<file path="config.mk">
export PLATFORM = sky130hd
export DESIGN_NAME = gp_dma_xfer
export DESIGN_NICKNAME = d
export VERILOG_FILES = /design/src/rtl/gp_dma_xfer_pkg.sv /design/src/rtl/gp_dma_ch_ctx.sv /design/src/rtl/gp_dma_xfer.sv
export SDC_FILE = /design/constraint.sdc
export NUM_CORES = 1
export LEC_CHECK = 0
export CAP_MARGIN = 40
export CORE_ASPECT_RATIO = 1.4
export CORE_MARGIN = 2
export CORE_UTILIZATION = 41
export DETAILED_ROUTE_END_ITERATION = 8
export DONT_BUFFER_PORTS = 1
export PLACE_DENSITY = 0.64
export SETUP_SLACK_MARGIN = 0.1
export SLEW_MARGIN = 20
export SYNTH_ARGS = -nofsm -noshare
export SYNTH_HDL_FRONTEND = slang
export SYNTH_SLANG_ARGS = --single-unit
</file>
<file path="constraint.sdc">
create_clock -name cbus_clk -period 6.9 [get_ports cbus_clk]
set_clock_uncertainty 0.05 [all_clocks]
set_input_delay 0.69 -clock cbus_clk [delete_from_list [all_inputs] [get_ports cbus_clk]]
set_output_delay 0.69 -clock cbus_clk [all_outputs]
set_load 0.1 [all_outputs]
</file>
<file path="src/rtl/gp_dma_xfer_pkg.sv">
// Shared definitions for the general-purpose DMA burst sequencer:
// channel count, FSM encoding, byte stride and the burst-length clip helper.
package gp_dma_xfer_pkg;

    localparam int GP_DMA_NCH    = 4;
    localparam int GP_DMA_STRIDE = 4;

    typedef logic [1:0] ch_idx_t;

    typedef enum logic [1:0] {
        ST_IDLE = 2'd0,
        ST_ARB  = 2'd1,
        ST_XFER = 2'd2
    } state_t;

    // Beats for one tenure: the smaller of the remaining count and the burst limit.
    function automatic logic [4:0] clip_beats(input logic [31:0] rem, input logic [31:0] lim);
        if (rem < lim) begin
            return rem[4:0];
        end else begin
            return lim[4:0];
        end
    endfunction

endpackage

</file>
<file path="src/rtl/gp_dma_ch_ctx.sv">
// Per-channel context: current beat address and remaining word count,
// with abort > load > decrement priority.
module gp_dma_ch_ctx
    import gp_dma_xfer_pkg::*;
#(
    parameter int AW = 32,
    parameter int LW = 16
) (
    input  logic          i_clk,
    input  logic          i_rst,
    input  logic          i_start,
    input  logic          i_abort,
    input  logic [AW-1:0] i_addr,
    input  logic [LW-1:0] i_len,
    input  logic          i_dec,
    output logic [AW-1:0] o_addr,
    output logic [LW-1:0] o_rem,
    output logic          o_pending
);

    logic [AW-1:0] r_addr;
    logic [LW-1:0] r_rem;

    // A load is accepted only into an idle channel; an aborted beat still
    // advances the address but never drives the count below zero.
    always_ff @(posedge i_clk) begin
        if (i_rst) begin
            r_addr <= '0;
            r_rem  <= '0;
        end else if (i_abort) begin
            r_rem  <= '0;
        end else if (i_start && (r_rem == '0) && (i_len != '0)) begin
            r_addr <= i_addr;
            r_rem  <= i_len;
        end else if (i_dec) begin
            r_addr <= r_addr + AW'(GP_DMA_STRIDE);
            if (r_rem != '0) begin
                r_rem <= r_rem - LW'(1);
            end
        end
    end

    assign o_addr    = r_addr;
    assign o_rem     = r_rem;
    assign o_pending = (r_rem != '0);

endmodule

</file>
<file path="src/rtl/gp_dma_xfer.sv">
// Burst sequencer: requests an arbiter decision, then issues one burst of
// word commands for the granted channel on the cbus master port.
module gp_dma_xfer
    import gp_dma_xfer_pkg::*;
#(
    parameter int BURST_LEN = 8,
    parameter int AW        = 32,
    parameter int LW        = 16
) (
    input  logic                     cbus_clk,
    input  logic                     cbus_rst,
    input  logic [GP_DMA_NCH-1:0]    ch_start,
    input  logic [GP_DMA_NCH*AW-1:0] ch_addr,
    input  logic [GP_DMA_NCH*LW-1:0] ch_len,
    input  logic [GP_DMA_NCH-1:0]    ch_abort,
    output logic [GP_DMA_NCH-1:0]    dma_pending,
    output logic                     cycle_start,
    input  logic [1:0]               owner,
    output logic                     active,
    output logic                     m_valid,
    input  logic                     m_ready,
    output logic [AW-1:0]            m_addr,
    output logic [1:0]               m_ch,
    output logic                     m_last,
    output logic [GP_DMA_NCH-1:0]    ch_done
);

    state_t                r_state;
    ch_idx_t               r_cur;
    logic [4:0]            r_beats;
    logic                  r_abort_seen;
    logic                  r_cycle_start;
    logic                  r_active;
    logic                  r_m_valid;
    logic [AW-1:0]         r_m_addr;
    logic                  r_m_last;
    logic [GP_DMA_NCH-1:0] r_ch_done;

    logic [AW-1:0]         w_addr [GP_DMA_NCH];
    logic [LW-1:0]         w_rem  [GP_DMA_NCH];
    logic [GP_DMA_NCH-1:0] w_pending;
    logic [GP_DMA_NCH-1:0] w_dec;
    logic                  w_accept;
    logic [4:0]            w_beats_n;

    assign w_accept  = r_m_valid && m_ready;
    assign w_beats_n = clip_beats(32'(w_rem[owner]), 32'(BURST_LEN));

    for (genvar g = 0; g < GP_DMA_NCH; g++) begin : g_ctx
        assign w_dec[g] = w_accept && (r_cur == ch_idx_t'(g));

        gp_dma_ch_ctx #(.AW(AW), .LW(LW)) u_ctx (
            .i_clk     (cbus_clk),
            .i_rst     (cbus_rst),
            .i_start   (ch_start[g]),
            .i_abort   (ch_abort[g]),
            .i_addr    (ch_addr[g*AW +: AW]),
            .i_len     (ch_len[g*LW +: LW]),
            .i_dec     (w_dec[g]),
            .o_addr    (w_addr[g]),
            .o_rem     (w_rem[g]),
            .o_pending (w_pending[g])
        );
    end

    // Sequencer FSM with all bus-side outputs registered.
    always_ff @(posedge cbus_clk) begin
        if (cbus_rst) begin
            r_state       <= ST_IDLE;
            r_cur         <= '0;
            r_beats       <= '0;
            r_abort_seen  <= 1'b0;
            r_cycle_start <= 1'b0;
            r_active      <= 1'b0;
            r_m_valid     <= 1'b0;
            r_m_addr      <= '0;
            r_m_last      <= 1'b0;
            r_ch_done     <= '0;
        end else begin
            r_cycle_start <= 1'b0;
            r_ch_done     <= '0;
            case (r_state)
                ST_IDLE: begin
                    if (w_pending != '0) begin
                        r_state       <= ST_ARB;
                        r_cycle_start <= 1'b1;
                    end
                end
                ST_ARB: begin
                    // An abort landing on the grant edge leaves an empty tenure.
                    r_state      <= ST_XFER;
                    r_cur        <= owner;
                    r_beats      <= w_beats_n;
                    r_abort_seen <= 1'b0;
                    r_active     <= 1'b1;
                    r_m_addr     <= w_addr[owner];
                    r_m_valid    <= (w_rem[owner] != '0) && !ch_abort[owner];
                    r_m_last     <= (w_beats_n == 5'd1) || (w_rem[owner] == LW'(1));
                end
                ST_XFER: begin
                    if (!r_m_valid) begin
                        r_state  <= ST_IDLE;
                        r_active <= 1'b0;
                        r_m_last <= 1'b0;
                    end else if (m_ready) begin
                        if ((w_rem[r_cur] == LW'(1)) && !ch_abort[r_cur]) begin
                            r_ch_done[r_cur] <= 1'b1;
                        end
                        if (r_m_last || ch_abort[r_cur]) begin
                            r_state   <= ST_IDLE;
                            r_active  <= 1'b0;
                            r_m_valid <= 1'b0;
                            r_m_last  <= 1'b0;
                        end else begin
                            r_m_addr <= r_m_addr + AW'(GP_DMA_STRIDE);
                            r_beats  <= r_beats - 5'd1;
                            r_m_last <= (r_beats == 5'd2) || (w_rem[r_cur] == LW'(2));
                        end
                    end else begin
                        if (ch_abort[r_cur]) begin
                            r_abort_seen <= 1'b1;
                        end
                        r_m_last <= r_m_last || r_abort_seen || ch_abort[r_cur];
                    end
                end
                default: begin
                    r_state <= ST_IDLE;
                end
            endcase
        end
    end

    assign dma_pending = w_pending;
    assign cycle_start = r_cycle_start;
    assign active      = r_active;
    assign m_valid     = r_m_valid;
    assign m_addr      = r_m_addr;
    assign m_ch        = r_cur;
    assign m_last      = r_m_last;
    assign ch_done     = r_ch_done;

endmodule

</file>
[Word-level counts from Yosys, hierarchy flattened]
Index checks and enable logic that the tools add are counted.
Cells by class
  add/sub/neg operators: 10
  order comparisons: 6
  equality and inequality tests: 18
  mux-type cells: 66
  bitwise gates (word level): 11
  reductions and logical operators: 66
Operators by type and width (number)
  $mux W32: 13
  $mux W16: 16
  $add A32 B3 Y32 const B: 5
  $reduce_bool A16 Y1: 9
  $bmux W16 S2: 2
  $bmux W32 S2: 1
  $logic_not A16 Y1: 4
  $pmux W32 S2: 1
  $sub A16 B1 Y16 const B: 4
  $eq A16 B1 Y1 const B: 2
  $mux W5: 4
  $reduce_bool A2 Y1: 9
  $eq A16 B2 Y1 const B: 1
  $logic_and A1 B1 Y1: 16
  $lt A16 B4 Y1 const B: 1
  $mux W1: 16
  $reduce_and A2 Y1: 8
  $ne A2 B2 Y1 const B: 6
  $pmux W5 S2: 1
  $reduce_or A2 Y1: 5
  $not A1 Y1: 9
  $mux W2: 4
  $pmux W1 S2: 4
  $reduce_and A4 Y1: 2
  19 further kinds: 34
Word-level totals
  flip-flop bits (word level): 242
  bits of input ports: 205
  output and inout bits: 46
  word-level logic and storage cells: 195

[Depth between registers and ports, before layout]
Gate-level depths: netlist of run 1.
  depth in word-level cells: 10
  gate-level depth with buffers: 11
  depth with buffers taken out: 9

[Modules after synthesis]
Synthesis of run 1 repeated with hierarchy kept, for this count alone.
Second synthesis, totals
  cells, all modules: 2084
  area, all modules: 16168.0 µm²
Modules (own cells, without submodules)
  gp_dma_ch_ctx: instances 4, cells each 405, area an instance 2982.9 µm², seq. area each 960.9 µm²
  gp_dma_xfer: instances 1, cells each 464, area an instance 4236.6 µm², seq. area each 1001.0 µm²

[Worst setup path after synthesis of run 1]
No wires, ideal clock.
  path type: register to register
  from: register r_cur[0], in the netlist m_ch[0]
  to: register r_m_addr[17], in the netlist m_addr[17]
  library setup time: 0.086 ns
  data arrival time: 2.943 ns
  required time: 6.764 ns
  setup slack: 3.822 ns
  stages on the path, launching flop included: 9
  buffers on the path: 3
  period minus slack after synthesis: 3.078 ns
  cell sequence: dfxtp_1 buf_2 mux2_2 o22a_1 clkbuf_1 o21ai_1 clkbuf_1 nor2_1 a211oi_1
On the way
  word-level cells in the longest chain between the ends: 5
Ends and longest elaborated chain
  start: declaration: line gp_dma_xfer.sv:29  | ch_idx_t r_cur;
  start signal: assignment: line gp_dma_xfer.sv:92  | r_cur <= owner;
  $bmux W1 S2: line gp_dma_xfer.sv:109  | if (r_m_last || ch_abort[r_cur]) begin
  $mux W1 (implied by the code): line gp_dma_xfer.sv:109
  $logic_or A1 B1 Y1: line gp_dma_xfer.sv:109
  $ne A2 B2 Y1 (no source line)
  $reduce_and A4 Y1 (no source line)
  end signal: assignment: line gp_dma_xfer.sv:96  | r_m_addr <= w_addr[owner];
  end signal: assignment: line gp_dma_xfer.sv:115  | r_m_addr <= r_m_addr + AW'(GP_DMA_STRIDE);
  end: declaration: line gp_dma_xfer.sv:35  | logic [AW-1:0] r_m_addr;
Every way passes these cells. The select of a mux whose other input is x is not followed.
A chain may end at the register's enable or synchronous reset.

[Worst setup path after layout of run 1]
  from: register r_m_valid, in the netlist m_valid
  to: register g_ctx[1].u_ctx.r_addr[15]
On the way
  word-level cells in the longest chain between the ends: 4
Ends and longest elaborated chain
  start: declaration: line gp_dma_xfer.sv:34  | logic r_m_valid;
  start signal: assignment: line gp_dma_xfer.sv:97  | r_m_valid <= (w_rem[owner] != '0) && !ch_abort[owner];
  $logic_and A1 B1 Y1: line gp_dma_xfer.sv:46  | assign w_accept = r_m_valid && m_ready;
  $logic_and A1 B1 Y1: line gp_dma_xfer.sv:50  | assign w_dec[g] = w_accept && (r_cur == ch_idx_t'(g));
  $reduce_bool A2 Y1 (no source line)
  $reduce_and A2 Y1 (no source line)
  end signal: assignment: line gp_dma_ch_ctx.sv:33  | r_addr <= i_addr;
  end signal: assignment: line gp_dma_ch_ctx.sv:36  | r_addr <= r_addr + AW'(GP_DMA_STRIDE);
  end: declaration: line gp_dma_ch_ctx.sv:21  | logic [AW-1:0] r_addr;
Every way passes these cells.

==> impl_metrics.csv, run 1 <==
group,metric,value,unit
synthesis,synth_top_area_share,0.311,
timing,tightest_slew,0.865,ns
timing,drv_slew,0,
timing,grt_setup_unrepaired,"false",
drt,drt_iter0_markers,1931,
cells_and_area,fillers,3627,
power,ir_drop,0.236,mV
worst_setup_path,endpoint_kind,"flip-flop",
drt,postRouteAntennaNets,0,
drt,num_vias,16800,
power,power.share.sequential,0.365,
placed_design,port_buffers,0,
timing,finalSetupViolCount,0,
synthesis,synth_cells,2040,
floorplanning,initial_core_util,0.415,
clocking,path_clk_slew,0.06,ns
placed_design,place_congestion,1.01,
synthesis,ys_ff_latch,242,
cells_and_area,syn2layout_area_growth,12.9,%
worst_setup_path,cp-start-kind,"flip-flop",
worst_setup_path,cp_top_family,"simple AND/OR/NAND/NOR gates",
timing,maxSlewHeadroom,0.424,
floorplanning,num_io_pins,251,
worst_setup_path,cp_slowest_stage_delay,0.89,ns
drt,drc,0,
timing,hold_slack,0.135,ns
grt,grt_pass1_vias,15800,
cells_and_area,final_area,17600,um^2
clocking,tritoncts,"built",
grt,overflow,0,
synthesis,netlist_area,15600,um^2
power,leakagePower,5.58,nW
synthesis,async_reset_ff_frac,0,
clocking,cts_resized,0,
min_path,hp-class,"primary input to flip-flop",
floorplanning,row_count,84,
synthesis,ys.flop_type,"dfxtp_1",
drt,drtPass1Iterations,6,
synthesis,synth_edf_count,0,
synthesis,yosysTopAreaCell,"dfxtp_1",
clocking,cts-root-buf,"clkbuf_16",
power,switching_share,0.402,
worst_setup_path,crit_chain,"nand4b_1, nor4_1, nor2b_1, a31o_2, a21oi_1, a211oi_1",
synthesis,synth.area.top_cells,"dfxtp_1 31%, a21oi_1 7.2%, nand2_1 5.6%",
clocking,clock_path_buffers,3,
grt,track_usage,0.308,
worst_setup_path,cp_max_fo,16,
synthesis,ys_types,80,
job,cap_violations,0,
floorplanning,die-height,235,um
clocking,ctsHoldBuffers,0,
power,powerDensity,287,nW/um^2
power,power.switching,2.03,mW
run_status,status,"finished, final reports clean",
placed_design,dp_hpwl,47200,um
drt,drt-vias-per-instance,6.72,
floorplanning,die_w,169,um
synthesis,syn_nets,2260,
synthesis,ys_warn_count,0,
worst_setup_path,cpMaxStageDelayCell,"dfxtp_2",
synthesis,ys_seq_area_frac,0.311,
floorplanning,die_area,39600,um^2
clocking,cts_sinks,242,
cells_and_area,final_nets,2212,
grt,grt_pass1_wl,94500,um
cells_and_area,drive_above_1_share,0.100,
placed_design,post_dp_cell_area,16600,um^2
grt,antenna_found_initial,14,
drt,wire_per_inst,25.2,um
power,clkPwrFrac,0.299,
clocking,postCtsSetupBuffers,0,
floorplanning,coreArea,37500,um^2
timing,fin_setup_tns,0,ns
worst_setup_path,path_class,"flip-flop to flip-flop",
power,p_int,3.02,mW
clocking,htree_levels,1,
timing,hold_violations,0,
power,p_comb_frac,0.335,
timing,layout_min_cycle_time,3.30,ns
clocking,tritoncts.num_buffers,28,
drt,drt_wl_total,62800,um
grt,grt_max_degree,145,
worst_setup_path,required,7.33,ns
worst_setup_path,critPathBufInv,0,
timing,finalCritPeriodShare,0.478,
synthesis,syn-mean-instance-area,7.63,um^2
worst_setup_path,crit_arrival,3.73,ns
timing,max_freq,0.303,GHz
clocking,clk_latency,0.57,ns
==> cell usage after synthesis (14+ instances only) <==
master / n
mux4_2: 38
o22ai_1: 18
a211oi_1: 36
o21ai_0: 112
ha_1: 15
o211ai_1: 14
a22oi_1: 17
nand4_1: 65
a21o_1: 16
nand3_1: 106
nor3_1: 83
and2_1: 28
clkbuf_1: 101
buf_2: 19
nor4_1: 76
a31oi_1: 44
mux2i_1: 15
and4_1: 23
nand2_1: 233
xnor2_1: 21
dfxtp_1: 242
a21oi_1: 225
inv_1: 43
and3_1: 32
or3_1: 22
nor2_1: 152
xor2_1: 15
==> flip-flops by register name (all words and copies together) (netlist names), 2 cells and up <==
signal / flops
g_ctx.u_ctx.o_addr: 128
r_state: 2
ch_done: 4
g_ctx.u_ctx.o_rem: 64
r_beats: 5
m_addr: 32
m_ch: 2
==> worst reg2reg max path, stage by stage (launching register included) <==
cell and delay [ns]:
dfxtp_2 0.89, nand4b_1 0.79, nor4_1 0.69, nor2b_1 0.30
a31o_2 0.19, a21oi_1 0.06, a211oi_1 0.23
==> logic make-up (layout without fill, tap and decap cells) <==
| family | after synthesis | after routing | share of synthesized area |
|---|---|---|---|
| buf+inv | 187 | 158 | 0.0492 |
| simple gates | 907 | 907 | 0.303 |
| other cells | 0 | 11 | 0 |
| flops | 242 | 242 | 0.311 |
| mux | 64 | 64 | 0.0726 |
| compound gates | 589 | 589 | 0.232 |
| xor+xnor | 36 | 36 | 0.0202 |
| fa+ha+maj | 15 | 15 | 0.0121 |
==> per-layer routing <==
metal | global-route usage | wire length [um] | vias up
met1 | 0.358 | 22500 | 7938
met2 | 0.502 | 29100 | 944
met4 | 0.225 | 4990 | 6
met5 | 0 | 69 | -
met3 | 0.0662 | 6170 | 225
li1 | - | - | 7646
==> final timing paths <==
| path | start | to | slack (ns) | depth (start not counted) |
|---|---|---|---|---|
| worst max-delay path | m_valid | g_ctx[1].u_ctx.o_addr[15] | 3.60 | 6 |
| worst min-delay path | cbus_rst | g_ctx[0].u_ctx.o_addr[21] | 0.14 | 1 |
| worst max register to register | m_valid | g_ctx[1].u_ctx.o_addr[15] | 3.60 | 6 |
| worst min register to register | g_ctx[0].u_ctx.o_rem[13] | g_ctx[0].u_ctx.o_rem[13] | 0.44 | 2 |
==> layout make-up <==
class | count | area [um^2] | area share
inverter | 43 | 161 | 0.00918
multi-input combinational | 1611 | 9980 | 0.568
antenna | 11 | 27.5 | 0.00157
timing repair buffer | 66 | 1060 | 0.0606
sequential | 242 | 4850 | 0.276
tap | 473 | 592 | 0.0337
clock inverter | 6 | 58.8 | 0.00334
clock buffer | 43 | 848 | 0.0483
==> metrics by stage <==
step	std cells	util	worst slack, ns	total power [mW]
after floorplan	2040	-	3.82	2.99
after global placement	2389	0.419	3.56	3.33
after detailed placement	2432	0.443	3.58	3.52
after CTS	2481	0.467	3.52	5.02
after global routing	2493	0.468	3.40	5.24
final	2495	0.469	3.60	5.04
==> placed cells by master, fill, tap and decap left out, drive strengths merged, types with 8 or more instances in the layout <==
master | synthesis | final
and2 | 28 | 28
o22ai | 18 | 18
nor4b | 8 | 8
nand4 | 67 | 67
and3 | 32 | 32
or3 | 22 | 22
or4 | 13 | 13
nand2 | 233 | 233
o32ai | 10 | 10
mux2 | 11 | 11
and4 | 23 | 23
inv | 43 | 44
or2 | 10 | 10
nand4b | 9 | 9
dfxtp | 242 | 242
a221oi | 10 | 10
mux4 | 38 | 38
ha | 15 | 15
a211oi | 36 | 36
nor4 | 79 | 79
clkbuf | 103 | 44
o211ai | 14 | 14
a21o | 16 | 16
a22oi | 17 | 17
mux2i | 15 | 15
diode | 0 | 11
a31oi | 45 | 45
nor3b | 9 | 9
nor3 | 84 | 84
nand3b | 11 | 11
o21ai | 120 | 120
nand3 | 106 | 106
xnor2 | 21 | 21
a21oi | 228 | 228
buf | 41 | 65
nor2 | 152 | 152
xor2 | 15 | 15
==> power by group through the flow <==
stage	combinational, mW	clock, mW	sequential, mW
6_report	1.69	1.51	1.84
3_5_place_dp	1.66	0	1.86
2_1_floorplan	1.08	0	1.91
5_1_grt	1.82	1.57	1.85
3_3_place_gp	1.28	0	2.05
4_1_cts	1.67	1.52	1.82
Power figures use the tool's default switching activity.
==> inputs of run 2 (changes only) <==
--- a/config.mk
+++ b/config.mk
@@ -11,7 +11,7 @@
 export CORE_UTILIZATION = 41
 export DETAILED_ROUTE_END_ITERATION = 8
 export DONT_BUFFER_PORTS = 1
-export PLACE_DENSITY = 0.64
+export PLACE_DENSITY = 0.66
 export SETUP_SLACK_MARGIN = 0.1
 export SLEW_MARGIN = 20
 export SYNTH_ARGS = -nofsm -noshare
==> constraint.sdc (replaced) <==
create_clock -name cbus_clk -period 2.75 [get_ports cbus_clk]
set_clock_uncertainty 0.05 [all_clocks]
set_input_delay 0.275 -clock cbus_clk [delete_from_list [all_inputs] [get_ports cbus_clk]]
set_output_delay 0.275 -clock cbus_clk [all_outputs]
set_load 0.1 [all_outputs]
==> run 2 against run 1 <==
Compared with the run above: global-route usage rose by 2.0 points; sequential power rose by 140%; routed wire length rose by 8.9%; core utilization rose by 6.7 points; die area did not move; via count rose by 9.9%; hold slack got worse by 0.12 ns; register-to-register slack got worse by 3.4 ns; clock power rose to 2.7 times the previous value; non-clock buffer count rose by 291; sequential share of layout area fell by 3.3 points; critical endpoint is now dma_pending[1].
==> impl_metrics.csv, run 2 (synthesis gave the netlist of run 1 again) <==
group,metric,value,unit
drt,dr_wl_met2,31800,um
floorplanning,row_count,84,
clocking,tritoncts,"built",
clocking,clock_path_buffers,3,
clocking,htree_levels,1,
grt,track_usage,0.328,
timing,finalCritPeriodShare,0.973,
worst_setup_path,required,2.42,ns
drt,met1_length,24100,um
timing,max_freq,0.374,GHz
min_path,hp-class,"primary input to flip-flop",
floorplanning,num_io_pins,251,
cells_and_area,final_nets,2503,
power,powerDensity,672,nW/um^2
clocking,path_clk_slew,0.06,ns
drt,wire_per_inst,24.5,um
drt,wl_met3,6650,um
placed_design,post_dp_cell_area,16800,um^2
cells_and_area,final_area,20100,um^2
timing,fin_setup_tns,0,ns
drt,num_vias,18400,
clocking,cts-root-buf,"clkbuf_16",
clocking,tritoncts.num_buffers,28,
worst_setup_path,path_class,"flip-flop to output pin",
cells_and_area,largest_register_ffs,128,
cells_and_area,final_cells,2787,
floorplanning,die-height,235,um
clocking,cts_sinks,242,
power,power,13.5,mW
timing,finalSetupViolCount,0,
power,ir_drop,0.456,mV
drt,drt_wl_total,68400,um
timing,layout_min_cycle_time,2.68,ns
placed_design,place_congestion,1.02,
timing,setup_slack,0.0736,ns
drt,drc,0,
cells_and_area,most-common-layout-cells,"233 x nand2_1, 227 x dfxtp_1, 225 x a21oi_1, 198 x dlygate4sd3_1, 151 x nor2_1",
timing,tightest_slew,0.841,ns
cells_and_area,drive_above_1_share,0.143,
worst_setup_path,crit_arrival,2.35,ns
worst_setup_path,cp-start-kind,"flip-flop",
timing,drv_slew,0,
run_status,status,"finished, final reports clean",
clocking,clk_latency,0.58,ns
power,leakagePower,6.84,nW
worst_setup_path,endpoint_kind,"output pin",
cells_and_area,fillers,3424,
floorplanning,die_w,169,um
drt,drtPass1Iterations,8,
cells_and_area,fin_util,0.535,
timing,maxSlewHeadroom,0.434,
cells_and_area,syn2layout_area_growth,29.0,%
worst_setup_path,cp_max_fo,6,
floorplanning,initial_core_util,0.415,
timing,hold_violations,0,
placed_design,dp.cells,2515,
job,cap_violations,0,
placed_design,port_buffers,0,
timing,grt_setup_unrepaired,"true",
drt,drt-vias-per-instance,6.61,
grt,grt_pass1_vias,17600,
drt,drt_iter0_markers,2101,
grt,antenna_found_initial,11,
grt,overflow,0,
drt,postRouteAntennaNets,0,
placed_design,pre_cts_slack,-0.00130,ns
floorplanning,die_area,39600,um^2
grt,grt_pass1_wl,101000,um
grt,grt_max_degree,135,
floorplanning,coreArea,37500,um^2
placed_design,dp_hpwl,49100,um
timing,hold_slack,0.0167,ns
drt,routed.top_layer,"met5",
cells_and_area,layout_commonest_cell,"nand2_1",
[run 2: cell type report]
cell class | count | area (um^2) | share of cell area
Inverter | 43 | 161 | 0.00804
Antenna cell | 11 | 27.5 | 0.00137
Timing Repair Buffer | 357 | 3360 | 0.167
Multi-Input combinational cell | 1611 | 10100 | 0.503
Clock buffer | 33 | 751 | 0.0374
Tap cell | 473 | 592 | 0.0295
Sequential cell | 242 | 4870 | 0.242
Clock inverter | 17 | 219 | 0.0109
[run 2: path summary, 6_finish.rpt]
check                                 from                   endpoint  slack (ns)  cells past startpoint
setup / recovery   g_ctx[1].u_ctx.o_rem[0]             dma_pending[1]        0.07                      6
hold / removal                ch_addr[112]  g_ctx[3].u_ctx.o_addr[16]        0.02                      3
setup reg to reg   g_ctx[3].u_ctx.o_rem[4]                 r_beats[1]        0.18                      7
hold reg to reg   g_ctx[2].u_ctx.o_addr[1]   g_ctx[2].u_ctx.o_addr[1]        0.43                      2
[run 2: timing repair]
action / CTS / global route
endpoints found under the hold margin: 231 / 0
hold buffers: 199 / 0
pin swaps: 0 / 4
buffers inserted: 0 / 9
resized for setup: 1 / 29
endpoints found under the setup margin: 3 / 55
[run 2: metal layers]
metal,vias to the layer above,GRT usage
li1,8242,-
met1,8774,0.365
met2,1115,0.548
met3,285,0.0757
met4,2,0.248
met5,-,0
[run 2: report_power, final]
part / total, mW / internal, mW / switching (mW)
Clock: 4.05 / 2.41 / 1.64
Sequential: 4.50 / 3.88 / 0.622
Combinational: 4.96 / 1.83 / 3.13
[run 2: critical path, stage by stage, from the launching register on]
cell and delay, ns:
dfxtp_1 0.50, inv_1 0.08, ha_1 0.25, nor3b_2 0.18
and4_1 0.24, inv_1 0.23, buf_6 0.28
